==> config.mk <==
export PLATFORM = sky130hd
export DESIGN_NAME = dc_bu_read_manager
export DESIGN_NICKNAME = d
export VERILOG_FILES = /design/src/rtl/dc_bu_read_manager.sv
export SDC_FILE = /design/constraint.sdc
export NUM_CORES = 1
export LEC_CHECK = 0
export ABC_AREA = 0
export CAP_MARGIN = 20
export CORE_MARGIN = 1
export CORE_UTILIZATION = 50
export CTS_CLUSTER_SIZE = 12
export DETAILED_ROUTE_END_ITERATION = 6
export HOLD_SLACK_MARGIN = 0.02
export PLACE_DENSITY_LB_ADDON = 0.15
export SYNTH_ARGS = -nofsm -noshare
export SYNTH_HDL_FRONTEND = slang
export SYNTH_SLANG_ARGS = --single-unit
==> constraint.sdc <==
create_clock -name clk -period 2.85 [get_ports clk]
set_clock_uncertainty 0.1 [all_clocks]
set_input_delay 0.4275 -clock clk [delete_from_list [all_inputs] [get_ports clk]]
set_output_delay 0.4275 -clock clk [all_outputs]
set_load 0.02 [all_outputs]
==> src/rtl/dc_bu_read_manager.sv <==
// Read-side manager of the line-buffering unit: issues RAM reads oldest-buffer-first and releases lines.
// Optional vertical line replication is enabled with `define DC_BU_LINE_REPEAT_EN.
module dc_bu_read_manager #(
  parameter int unsigned BUFF_ADDR_WIDTH       = 7,
  parameter int unsigned BUFFER_SIZE           = 128,
  parameter int unsigned BUFFER_NUM            = 5,
  parameter int unsigned PIXELS_PER_LINE_WIDTH = 8
) (
  input  logic                               clk,
  input  logic                               nrst,
  input  logic                               en,
  input  logic [PIXELS_PER_LINE_WIDTH-1:0]   pixels_per_line,
`ifdef DC_BU_LINE_REPEAT_EN
  input  logic [3:0]                         line_repeat,
`endif
  input  logic                               line_written,
  input  logic                               rd_ready,
  output logic [BUFF_ADDR_WIDTH-1:0]         mem_addr,
  output logic [BUFFER_NUM-1:0]              re_vec,
  output logic                               pix_valid,
  output logic                               line_read_done,
  output logic [$clog2(BUFFER_NUM+1)-1:0]    lines_avail,
  output logic                               buf_full,
  output logic                               overflow_err
);

  localparam int unsigned LEN_W = $clog2(BUFFER_SIZE + 1);
  localparam int unsigned CNT_W = $clog2(BUFFER_NUM + 1);

  typedef enum logic [1:0] {IDLE, READ, TURN, RELEASE} state_t;

  state_t                 state;
  logic [BUFFER_NUM-1:0]  rd_ptr;
  logic [LEN_W-1:0]       addr_cnt;
  logic [LEN_W-1:0]       len;
`ifdef DC_BU_LINE_REPEAT_EN
  logic [3:0]             rep_left;
`endif

  logic                   issue_c;
  logic                   last_c;
  logic [LEN_W-1:0]       len_start_c;
  logic [CNT_W-1:0]       avail_nxt_c;

  // Read issue decision and clamped line length for the next line start
  always_comb begin
    issue_c     = (state == READ) && en && rd_ready && (addr_cnt < len);
    last_c      = issue_c && (addr_cnt == len - LEN_W'(1));
    len_start_c = (32'(pixels_per_line) > BUFFER_SIZE) ? LEN_W'(BUFFER_SIZE)
                                                       : LEN_W'(pixels_per_line);
  end

  // Occupancy: saturates at BUFFER_NUM, simultaneous fill and release cancel out
  always_comb begin
    avail_nxt_c = lines_avail;
    if (line_written && !line_read_done && !buf_full)
      avail_nxt_c = lines_avail + CNT_W'(1);
    else if (!line_written && line_read_done)
      avail_nxt_c = lines_avail - CNT_W'(1);
  end

  always_ff @(posedge clk or negedge nrst) begin
    if (!nrst) begin
      lines_avail  <= '0;
      buf_full     <= 1'b0;
      overflow_err <= 1'b0;
    end else begin
      lines_avail <= avail_nxt_c;
      buf_full    <= (avail_nxt_c == CNT_W'(BUFFER_NUM));
      if (line_written && !line_read_done && buf_full)
        overflow_err <= 1'b1;
    end
  end

  // Read FSM; RELEASE always completes in one cycle so the release pulse is never stretched
  always_ff @(posedge clk or negedge nrst) begin
    if (!nrst) begin
      state          <= IDLE;
      rd_ptr         <= BUFFER_NUM'(1);
      addr_cnt       <= '0;
      len            <= '0;
      mem_addr       <= '0;
      re_vec         <= '0;
      pix_valid      <= 1'b0;
      line_read_done <= 1'b0;
`ifdef DC_BU_LINE_REPEAT_EN
      rep_left       <= '0;
`endif
    end else begin
      re_vec         <= '0;
      pix_valid      <= |re_vec;
      line_read_done <= 1'b0;
      if (issue_c) begin
        re_vec   <= rd_ptr;
        mem_addr <= BUFF_ADDR_WIDTH'(addr_cnt);
        addr_cnt <= addr_cnt + LEN_W'(1);
      end
      case (state)
        IDLE: begin
          if (en && lines_avail != '0) begin
            state    <= READ;
            addr_cnt <= '0;
            len      <= len_start_c;
`ifdef DC_BU_LINE_REPEAT_EN
            rep_left <= line_repeat;
`endif
          end
        end
        READ: begin
          if (en && len == '0) begin
            state          <= RELEASE;
            line_read_done <= 1'b1;
          end else if (last_c) begin
`ifdef DC_BU_LINE_REPEAT_EN
            if (rep_left != '0) begin
              state    <= TURN;
              rep_left <= rep_left - 4'd1;
            end else begin
              state          <= RELEASE;
              line_read_done <= 1'b1;
            end
`else
            state          <= RELEASE;
            line_read_done <= 1'b1;
`endif
          end
        end
        TURN: begin
          if (en) begin
            state    <= READ;
            addr_cnt <= '0;
          end
        end
        RELEASE: begin
          state  <= IDLE;
          rd_ptr <= {rd_ptr[BUFFER_NUM-2:0], rd_ptr[BUFFER_NUM-1]};
        end
        default: state <= IDLE;
      endcase
    end
  end

endmodule

==> metrics.md, run 1 <==
| Metric | Value |
|---|---|
| Worst Tran Pin Value | `about 0.89 ns` |
| DRT iter0 DRCs | `between 80 and 90` |
| Yosys cell types | `45` |
| RR Endpoint | `addr_cnt[4]$_DFF_PN0_` |
| Pin count of the biggest net entering global routing | `43` |
| Slew margin rel. | `between 40 and 50%` |
| Post-route ant nets | `0` |
| Total Routing Usage GR | `19.3%` |
| Fin worst setup slack | `~0.54 ns` |
| Sum of negative setup slack | `0 ns` |
| Final hold vios | `0` |
| Status | `finished clean` |
| Commonest non-fill, non-tap cell in the layout | `dfrtp_1` |
| CP Launch Type | `register` |
| Post-synth EDFFs | `0` |
| Die Y | `70.1 um` |
| Yosys reg bits | `42` |
| # nets final | `about 290` |
| Seq/Total Area, Yosys | `45.4%` |
| Crit Path Class | `register to register` |
| IO buf count | `31` |
| Drt wl/cell | `~14 um` |
| Initial Util | `a little over half` |
| Die Width | `roughly 70 um` |
| Vias in the first global route | `roughly 1600` |
| Ant. Diodes | `0` |
| Root Buffer | `clkbuf_8` |
| VDD IR max | `approximately 0.00053 V` |
| Avg Vias per Cell | `5.50` |
| Ys Warns | `0` |
| Family with the most delay on the worst path | `simple AND/OR/NAND/NOR gates` |
| Critical-path cell list | `ha_1 > nor2b_1 > o21a_1 > o21ai_2 > a221oi_2 > buf_4 > or4_1 > a21oi_1` |
| Crit path max fanout | `15` |
| Reg2reg setup slack | `roughly 0.54 ns` |
| Skew-Pair Late Insertion Delay | `0.30 ns` |
| Hold Crit Class | `input port to async pin` |
| Comb power frac | `a little under half` |
| Ys async rst share | `100%` |
| Number of gates resized after cts | `0` |
| WL final | `~4300 um` |
| Initial antenna violation count | `0` |
| Switch Pwr | `around 920 uW` |
| Syn_nets | `about 250` |
| Post-synthesis cell area | `approximately 2300 um^2` |
| CP endpoint kind | `register` |
| Period minus WS final | `about 2.3 ns` |
| Worst path buffer plus inverter count | `1` |
| Yosys top cell area share | `~44%` |
| Max Cap Viol | `0` |
| Clock Tree Buf Depth | `2` |
| Die Area | `approximately 4900 um^2` |
| Row Count | `24` |
| Global-route wire length before repair | `about 7400 um` |
| Num ports | `32` |
| H-tree lvl count | `2` |
| TritonCTS Sinks | `42` |
| Synth Area per Inst | `~10 um^2` |
| Share of cells above drive strength 1 | `between 10% and 20%` |
| Share of power burned in registers | `between 30% and 40%` |
| Most frequent cells in the layout | `dfrtp_1, clkdlybuf4s50_1, nand2_1` |
| WP data arrival | `2.44 ns` |
| Hold WS | `roughly 0.15 ns` |
| Synth top area cells | `dfrtp_1, ha_1, mux2_4, nand2_1, xnor2_1` |
| Pint | `roughly 1.4 mW` |
| Post-synth top area cell | `dfrtp_1` |
| Hold buffers post-CTS | `0` |
| CP Data Required Time | `between 2 and 3 ns` |
| CTS Buf Count | `5` |
| Global-route congestion overflow total | `0` |
| CTS tree | `built` |
| Via count | `between 1500 and 2000` |
| # DRC | `0` |
| Worst R2R Start | `addr_cnt[1]$_DFF_PN0_` |
| Post-CTS setup buffers | `0` |
| HPWL Detailed | `3260 um` |
| Crit share post-route | `between 80 and 90%` |
| DP Worst Slack | `~0.45 ns` |
| CTS clk-pin slew, worst paths | `around 0.080 ns` |
| Area grow syn2layout | `19.1%` |
| Floorplan core area | `between 4000 and 5000 um^2` |
| Finish-stage setup viols | `0` |
| Post-synth top flop | `dfrtp_1` |
| Final Cell Area | `between 2000 and 3000 um^2` |
| Net Sw Frac | `approximately 40%` |
| Slowest CP cell | `or4_1` |
| Pre-antenna DRT Iters | `4` |
| Placed cell area | `approximately 2700 um^2` |
| Max incr delay on CP | `0.51 ns` |
| Peak Freq | `0.433 GHz` |
| Cell Pwr Density | `832 nW/um^2` |
| Worst-case reg-to-reg path depth | `8` |
| RD Place Congestion | `0.827` |
| Syn Inst Count | `228` |
| RSZ-0062 raised after global routing | `false` |
| Clk pwr share | `between 15 and 20%` |
| Slew Viols, Final | `0` |
| Pleak | `1.23 nW` |
==> stage by stage <==
stage,util (%),std cells,power (mW)
floorplan,-,228,1.64
global placement,60.5,307,1.91
detailed placement,60.5,307,1.93
CTS,62.5,315,2.32
global route,62.5,315,2.50
finish,62.5,315,2.30
==> cell families after synthesis <==
kind of cell / share of synthesized area (%)
AOI/OAI and AO/OA: 11.6
xor gates and xnor gates: 4.16
adders and majority gates: 7.02
buffers and inverters: 4.53
DFF: 45.4
muxes: 8.31
and+or+nand+nor: 19.0
==> area by class of cell <==
cell class | count | area [um^2]
Clock inverter | 3 | 21.3
Multi-Input combinational cell | 162 | 1160
Tap cell | 52 | 65.1
Sequential cell | 42 | 1050
Clock buffer | 5 | 68.8
Fill cell | 383 | 1650
Timing Repair Buffer | 34 | 328
Inverter | 17 | 63.8
==> synthesized netlist by cell type (all sizes together), types with 2 or more instances <==
| cell | number |
|---|---|
| clkbuf | 2 |
| nor2 | 10 |
| o31ai | 5 |
| nand2 | 22 |
| and3 | 6 |
| xor2 | 3 |
| a21oi | 12 |
| dfrtp | 41 |
| nor3 | 6 |
| inv | 17 |
| nor4 | 2 |
| or4 | 4 |
| buf | 5 |
| xnor2 | 8 |
| nand2b | 11 |
| ha | 13 |
| nand3 | 9 |
| mux2i | 2 |
| nor2b | 3 |
| mux2 | 13 |
| o21ai | 14 |
| and3b | 2 |
| a221oi | 2 |
| or3 | 2 |
==> layer usage <==
| metal | GRT usage, % | routed length (um) |
|---|---|---|
| met2 | 30.4 | 1990 |
| met3 | 3.46 | 135 |
| met4 | 6.67 | 70 |
| met5 | 0 | 0 |
| met1 | 26.8 | 2080 |
==> worst max path at each step <==
stage	depth (start not counted)	from	to
2_1_floorplan	8	len[1]$_DFFE_PN0P_	mem_addr[0]$_DFFE_PN0N_
3_3_place_gp	7	en	addr_cnt[7]$_DFF_PN0_
3_5_place_dp	7	en	addr_cnt[7]$_DFF_PN0_
4_1_cts	8	addr_cnt[1]$_DFF_PN0_	mem_addr[4]$_DFFE_PN0N_
5_1_grt	9	len[1]$_DFFE_PN0P_	addr_cnt[4]$_DFF_PN0_
6_report	8	addr_cnt[1]$_DFF_PN0_	addr_cnt[4]$_DFF_PN0_
==> power by group through the flow <==
stage / registers (mW) / logic (mW) / clock network [mW]
2_1_floorplan: 0.904 / 0.734 / 0
3_3_place_gp: 0.880 / 1.03 / 0
3_5_place_dp: 0.883 / 1.05 / 0
4_1_cts: 0.872 / 1.05 / 0.395
5_1_grt: 0.896 / 1.18 / 0.418
6_report: 0.871 / 1.04 / 0.381
==> sequential cells by signal (all words and copies together), names as in the netlist <==
register,flops
addr_cnt,8
buf_full,1
len,8
line_read_done,1
lines_avail,3
mem_addr,7
overflow_err,1
pix_valid,1
rd_ptr,5
re_vec,5
state,2
Power figures use the tool's default switching activity.
==> run 2, diff against run 1 <==
--- a/config.mk
+++ b/config.mk
@@ -8,7 +8,7 @@
 export ABC_AREA = 0
 export CAP_MARGIN = 20
 export CORE_MARGIN = 1
-export CORE_UTILIZATION = 50
+export CORE_UTILIZATION = 49
 export CTS_CLUSTER_SIZE = 12
 export DETAILED_ROUTE_END_ITERATION = 6
 export HOLD_SLACK_MARGIN = 0.02
==> constraint.sdc (replaced) <==
create_clock -name clk -period 2 [get_ports clk]
set_clock_uncertainty 0.1 [all_clocks]
set_input_delay 0.3 -clock clk [delete_from_list [all_inputs] [get_ports clk]]
set_output_delay 0.3 -clock clk [all_outputs]
set_load 0.02 [all_outputs]
==> run 2 against run 1 <==
Against the previous run: the flow now finishes with violations (negative setup slack); sequential cell count is the same; sequential power grew 33%; die area grew 2.0%; clock power grew 77%; first-iteration DRC count grew 27%; setup slack lost 0.74 ns; non-clock buffer count grew 36; fmax grew 4.8%.
==> metrics.md, run 2 (synthesis results as in run 1) <==
| Metric | Value |
|---|---|
| DRT iter0 DRCs | `108 (+27%)` |
| Worst-case reg-to-reg path depth | `9 (+1)` |
| Status | `finished with violations` |
| Share of power burned in registers | `28.8% (-9.1 points)` |
| Commonest non-fill, non-tap cell in the layout | `dfrtp_1` |
| Crit share post-route | `110% (+29 points)` |
| Global-route congestion overflow total | `0 (unchanged)` |
| Final total power | `4.03 mW (+75%)` |
| Area of the multi-input gates | `1260 um^2 (+8.8%)` |
| CP endpoint kind | `register` |
| Routing usage on met1 | `28.6% (+1.7 points)` |
| Row Count | `24 (unchanged)` |
| CTS tree | `built` |
| Total Routing Usage GR | `22.6% (+3.3 points)` |
| Share of cells above drive strength 1 | `27.1% (+16 points)` |
| Ant. Diodes | `0 (unchanged)` |
| TritonCTS Sinks | `42 (unchanged)` |
| Pint | `2.48 mW (+80%)` |
| Initial antenna violation count | `0 (unchanged)` |
| IO buf count | `31 (unchanged)` |
| DP Worst Slack | `-0.154 ns (-0.601 ns)` |
| Max incr delay on CP | `0.41 ns (-0.10 ns)` |
| Gr busiest metal | `met2` |
| CP Launch Type | `register` |
| Fin worst setup slack | `-0.203 ns (-0.744 ns)` |
| Final hold vios | `0 (unchanged)` |
| Slew Viols, Final | `0 (unchanged)` |
| Clk pwr share | `16.7% (about the same)` |
| WL final | `5320 um (+24%)` |
| Peak Freq | `0.454 GHz (+4.8%)` |
| Root Buffer | `clkbuf_8` |
| Finish-stage setup viols | `17 (+17)` |
| Avg Vias per Cell | `5.37 (-2.3%)` |
| Slew margin rel. | `64.6% (+24 points)` |
| CTS clk-pin slew, worst paths | `0.08 ns (about the same)` |
| Die Area | `5010 um^2 (+2.0%)` |
| Crit Path Class | `register to register` |
| Critical-path cell list | `inv_2 > ha_4 > nor2b_4 > o21a_1 > o21ai_2 > a221oi_4 > buf_4 > or4_4 > a21oi_2` |
| CTS Buf Count | `5 (unchanged)` |
| VDD IR max | `0.000723 V (+35%)` |
| H-tree lvl count | `2 (unchanged)` |
| Final Cell Area | `3170 um^2 (+15%)` |
| Hold WS | `0.378 ns (+0.230 ns)` |
| Hold path endpoint | `overflow_err$_DFFE_PN0P_` |
| Crit path max fanout | `8 (-7)` |
| Reg2reg setup slack | `-0.20 ns (-0.74 ns)` |
| FILL cells | `348 (-9.1%)` |
| Pre-antenna DRT Iters | `6 (+2)` |
| Largest regs | `addr_cnt: 8 flops, len: 8 flops, mem_addr: 7 flops` |
| Num ports | `32 (unchanged)` |
| Comb power frac | `54.5% (+9.0 points)` |
| HPWL Detailed | `3910 um (+20%)` |
| Hold path cells | `1` |
| Clock Tree Buf Depth | `2 (unchanged)` |
| WP data arrival | `2.34 ns (-0.10 ns)` |
| Global-route wire length before repair | `8600 um (+16%)` |
| Cell Pwr Density | `1270 nW/um^2 (+53%)` |
| Die Y | `70.8 um (+0.98%)` |
| Switch Pwr | `1.55 mW (+69%)` |
| Worst Tran Pin Value | `0.531 ns (-0.362 ns)` |
| Area grow syn2layout | `36.8%` |
| Drt wl/cell | `15.1 um (+12%)` |
| Floorplan core area | `4440 um^2 (+0.68%)` |
| RR Endpoint | `addr_cnt[6]$_DFF_PN0_` |
| Initial Util | `52.2% (-0.35 points)` |
| Max Cap Viol | `0 (unchanged)` |
| Hold Crit Class | `register to register` |
| GR Layer Usage met3 | `5.56% (+2.1 points)` |
| CP Data Required Time | `2.13 ns (-0.85 ns)` |
| Failing checks | `negative setup slack` |
| RD Place Congestion | `0.852 (+3.0%)` |
| Die Width | `70.8 um (+0.98%)` |
| RSZ-0062 raised after global routing | `true` |
| # DRC | `0 (unchanged)` |
| Pin count of the biggest net entering global routing | `23 (-47%)` |
| Period minus WS final | `2.20 ns (-0.106 ns)` |
| CP Launch Point | `len[1]$_DFFE_PN0P_` |
| Most frequent cells in the layout | `dfrtp_1, buf_4, clkdlybuf4s50_1` |
| Post-route ant nets | `0 (unchanged)` |
| Global Route met2 Usage | `38.0% (+7.6 points)` |
| Placed cell area | `2950 um^2 (+11%)` |
| HP Start | `overflow_err$_DFFE_PN0P_` |
| Via count | `1886 (+8.8%)` |
| # nets final | `324 (+13%)` |
| Pleak | `1.44 nW (+17%)` |
| Skew-Pair Late Insertion Delay | `0.30 ns (about the same)` |
| Vias in the first global route | `1864 (+15%)` |
| Net Sw Frac | `38.4% (-1.5 points)` |
| Worst R2R Start | `len[1]$_DFFE_PN0P_` |
| Register area | `1050 um^2 (unchanged)` |
| Sum of negative setup slack | `-2.42 ns (-2.42 ns)` |
| Slowest CP cell | `or4_4` |
-- run 2: cell types whose count changed in the layout (fill, tap and decap cells not counted), moves of 2 or more --
cell | before | now
buf_4 | 3 | 36
a21oi_1 | 12 | 9
a21oi_2 | 0 | 3
and3_1 | 6 | 4
and3_4 | 0 | 2
ha_1 | 13 | 11
ha_4 | 0 | 2
o21ai_0 | 5 | 3
o21ai_2 | 1 | 3
-- run 2: power by group through the flow --
stage	Combinational (mW)	Clock [mW]	Sequential, mW
2_1_floorplan	1.07	0	1.29
3_3_place_gp	1.93	0	1.17
3_5_place_dp	1.96	0	1.17
4_1_cts	2.04	0.693	1.16
5_1_grt	2.41	0.726	1.18
6_report	2.19	0.674	1.16
-- run 2: layout make-up --
class	count	area share [%]
flip-flops and latches	42	33.2
multi-input cells	162	39.8
well taps	52	2.05
clock inverters	2	1.18
clock buffers	6	2.29
repair buffers	70	19.4
inverters	17	2.01
-- run 2: what timing repair did --
action / 4_1_cts / 5_1_grt
setup endpoints to repair: 17 / 22
buffers inserted: 2 / 2
hold buffers: 1 / 0
pin swaps: 8 / 11
gates resized for setup: 7 / 15
endpoints found under the hold margin: 19 / 0
-- run 2: critical path: cells and delay by family (launching register included) --
family / cells / cell delay, ns
AO/OA/AOI/OAI: 4 / 0.66
buffers and inverters: 2 / 0.27
AND/OR/NAND/NOR: 2 / 0.53
flip-flops: 1 / 0.40
adder cells (fa/ha/maj): 1 / 0.19
-- run 2: metrics by stage --
step	instances	utilization (%)
after floorplan	228	-
after global placement	340	66.5
after detailed placement	340	66.5
after CTS	350	69.5
after global routing	351	71.4
final	351	71.4
-- run 2: per-layer routing --
layer / wire length, um / up-vias
met2: 2780 / 34
met4: 83 / 0
met1: 2240 / 905
met3: 212 / 9
met5: 0 / -
li1: - / 938
-- run 2: worst max path at each step --
stage | to | slack [ns] | cells after the start
after CTS | addr_cnt[6]$_DFF_PN0_ | -0.17 | 8
after global routing | addr_cnt[6]$_DFF_PN0_ | -0.26 | 9
final | addr_cnt[6]$_DFF_PN0_ | -0.20 | 9
after floorplan | addr_cnt[4]$_DFF_PN0_ | -0.07 | 7
after global placement | mem_addr[0]$_DFFE_PN0N_ | -0.11 | 9
after detailed placement | mem_addr[4]$_DFFE_PN0N_ | -0.15 | 9
==> run 3, diff against run 2 <==
--- a/config.mk
+++ b/config.mk
@@ -9,7 +9,7 @@
 export CAP_MARGIN = 20
 export CORE_MARGIN = 1
 export CORE_UTILIZATION = 49
-export CTS_CLUSTER_SIZE = 12
+export CTS_CLUSTER_SIZE = 14
 export DETAILED_ROUTE_END_ITERATION = 6
 export HOLD_SLACK_MARGIN = 0.02
 export PLACE_DENSITY_LB_ADDON = 0.15
==> results of run 3 <==
Same layout as run 2: the final DEF is identical, and so are final timing and power.
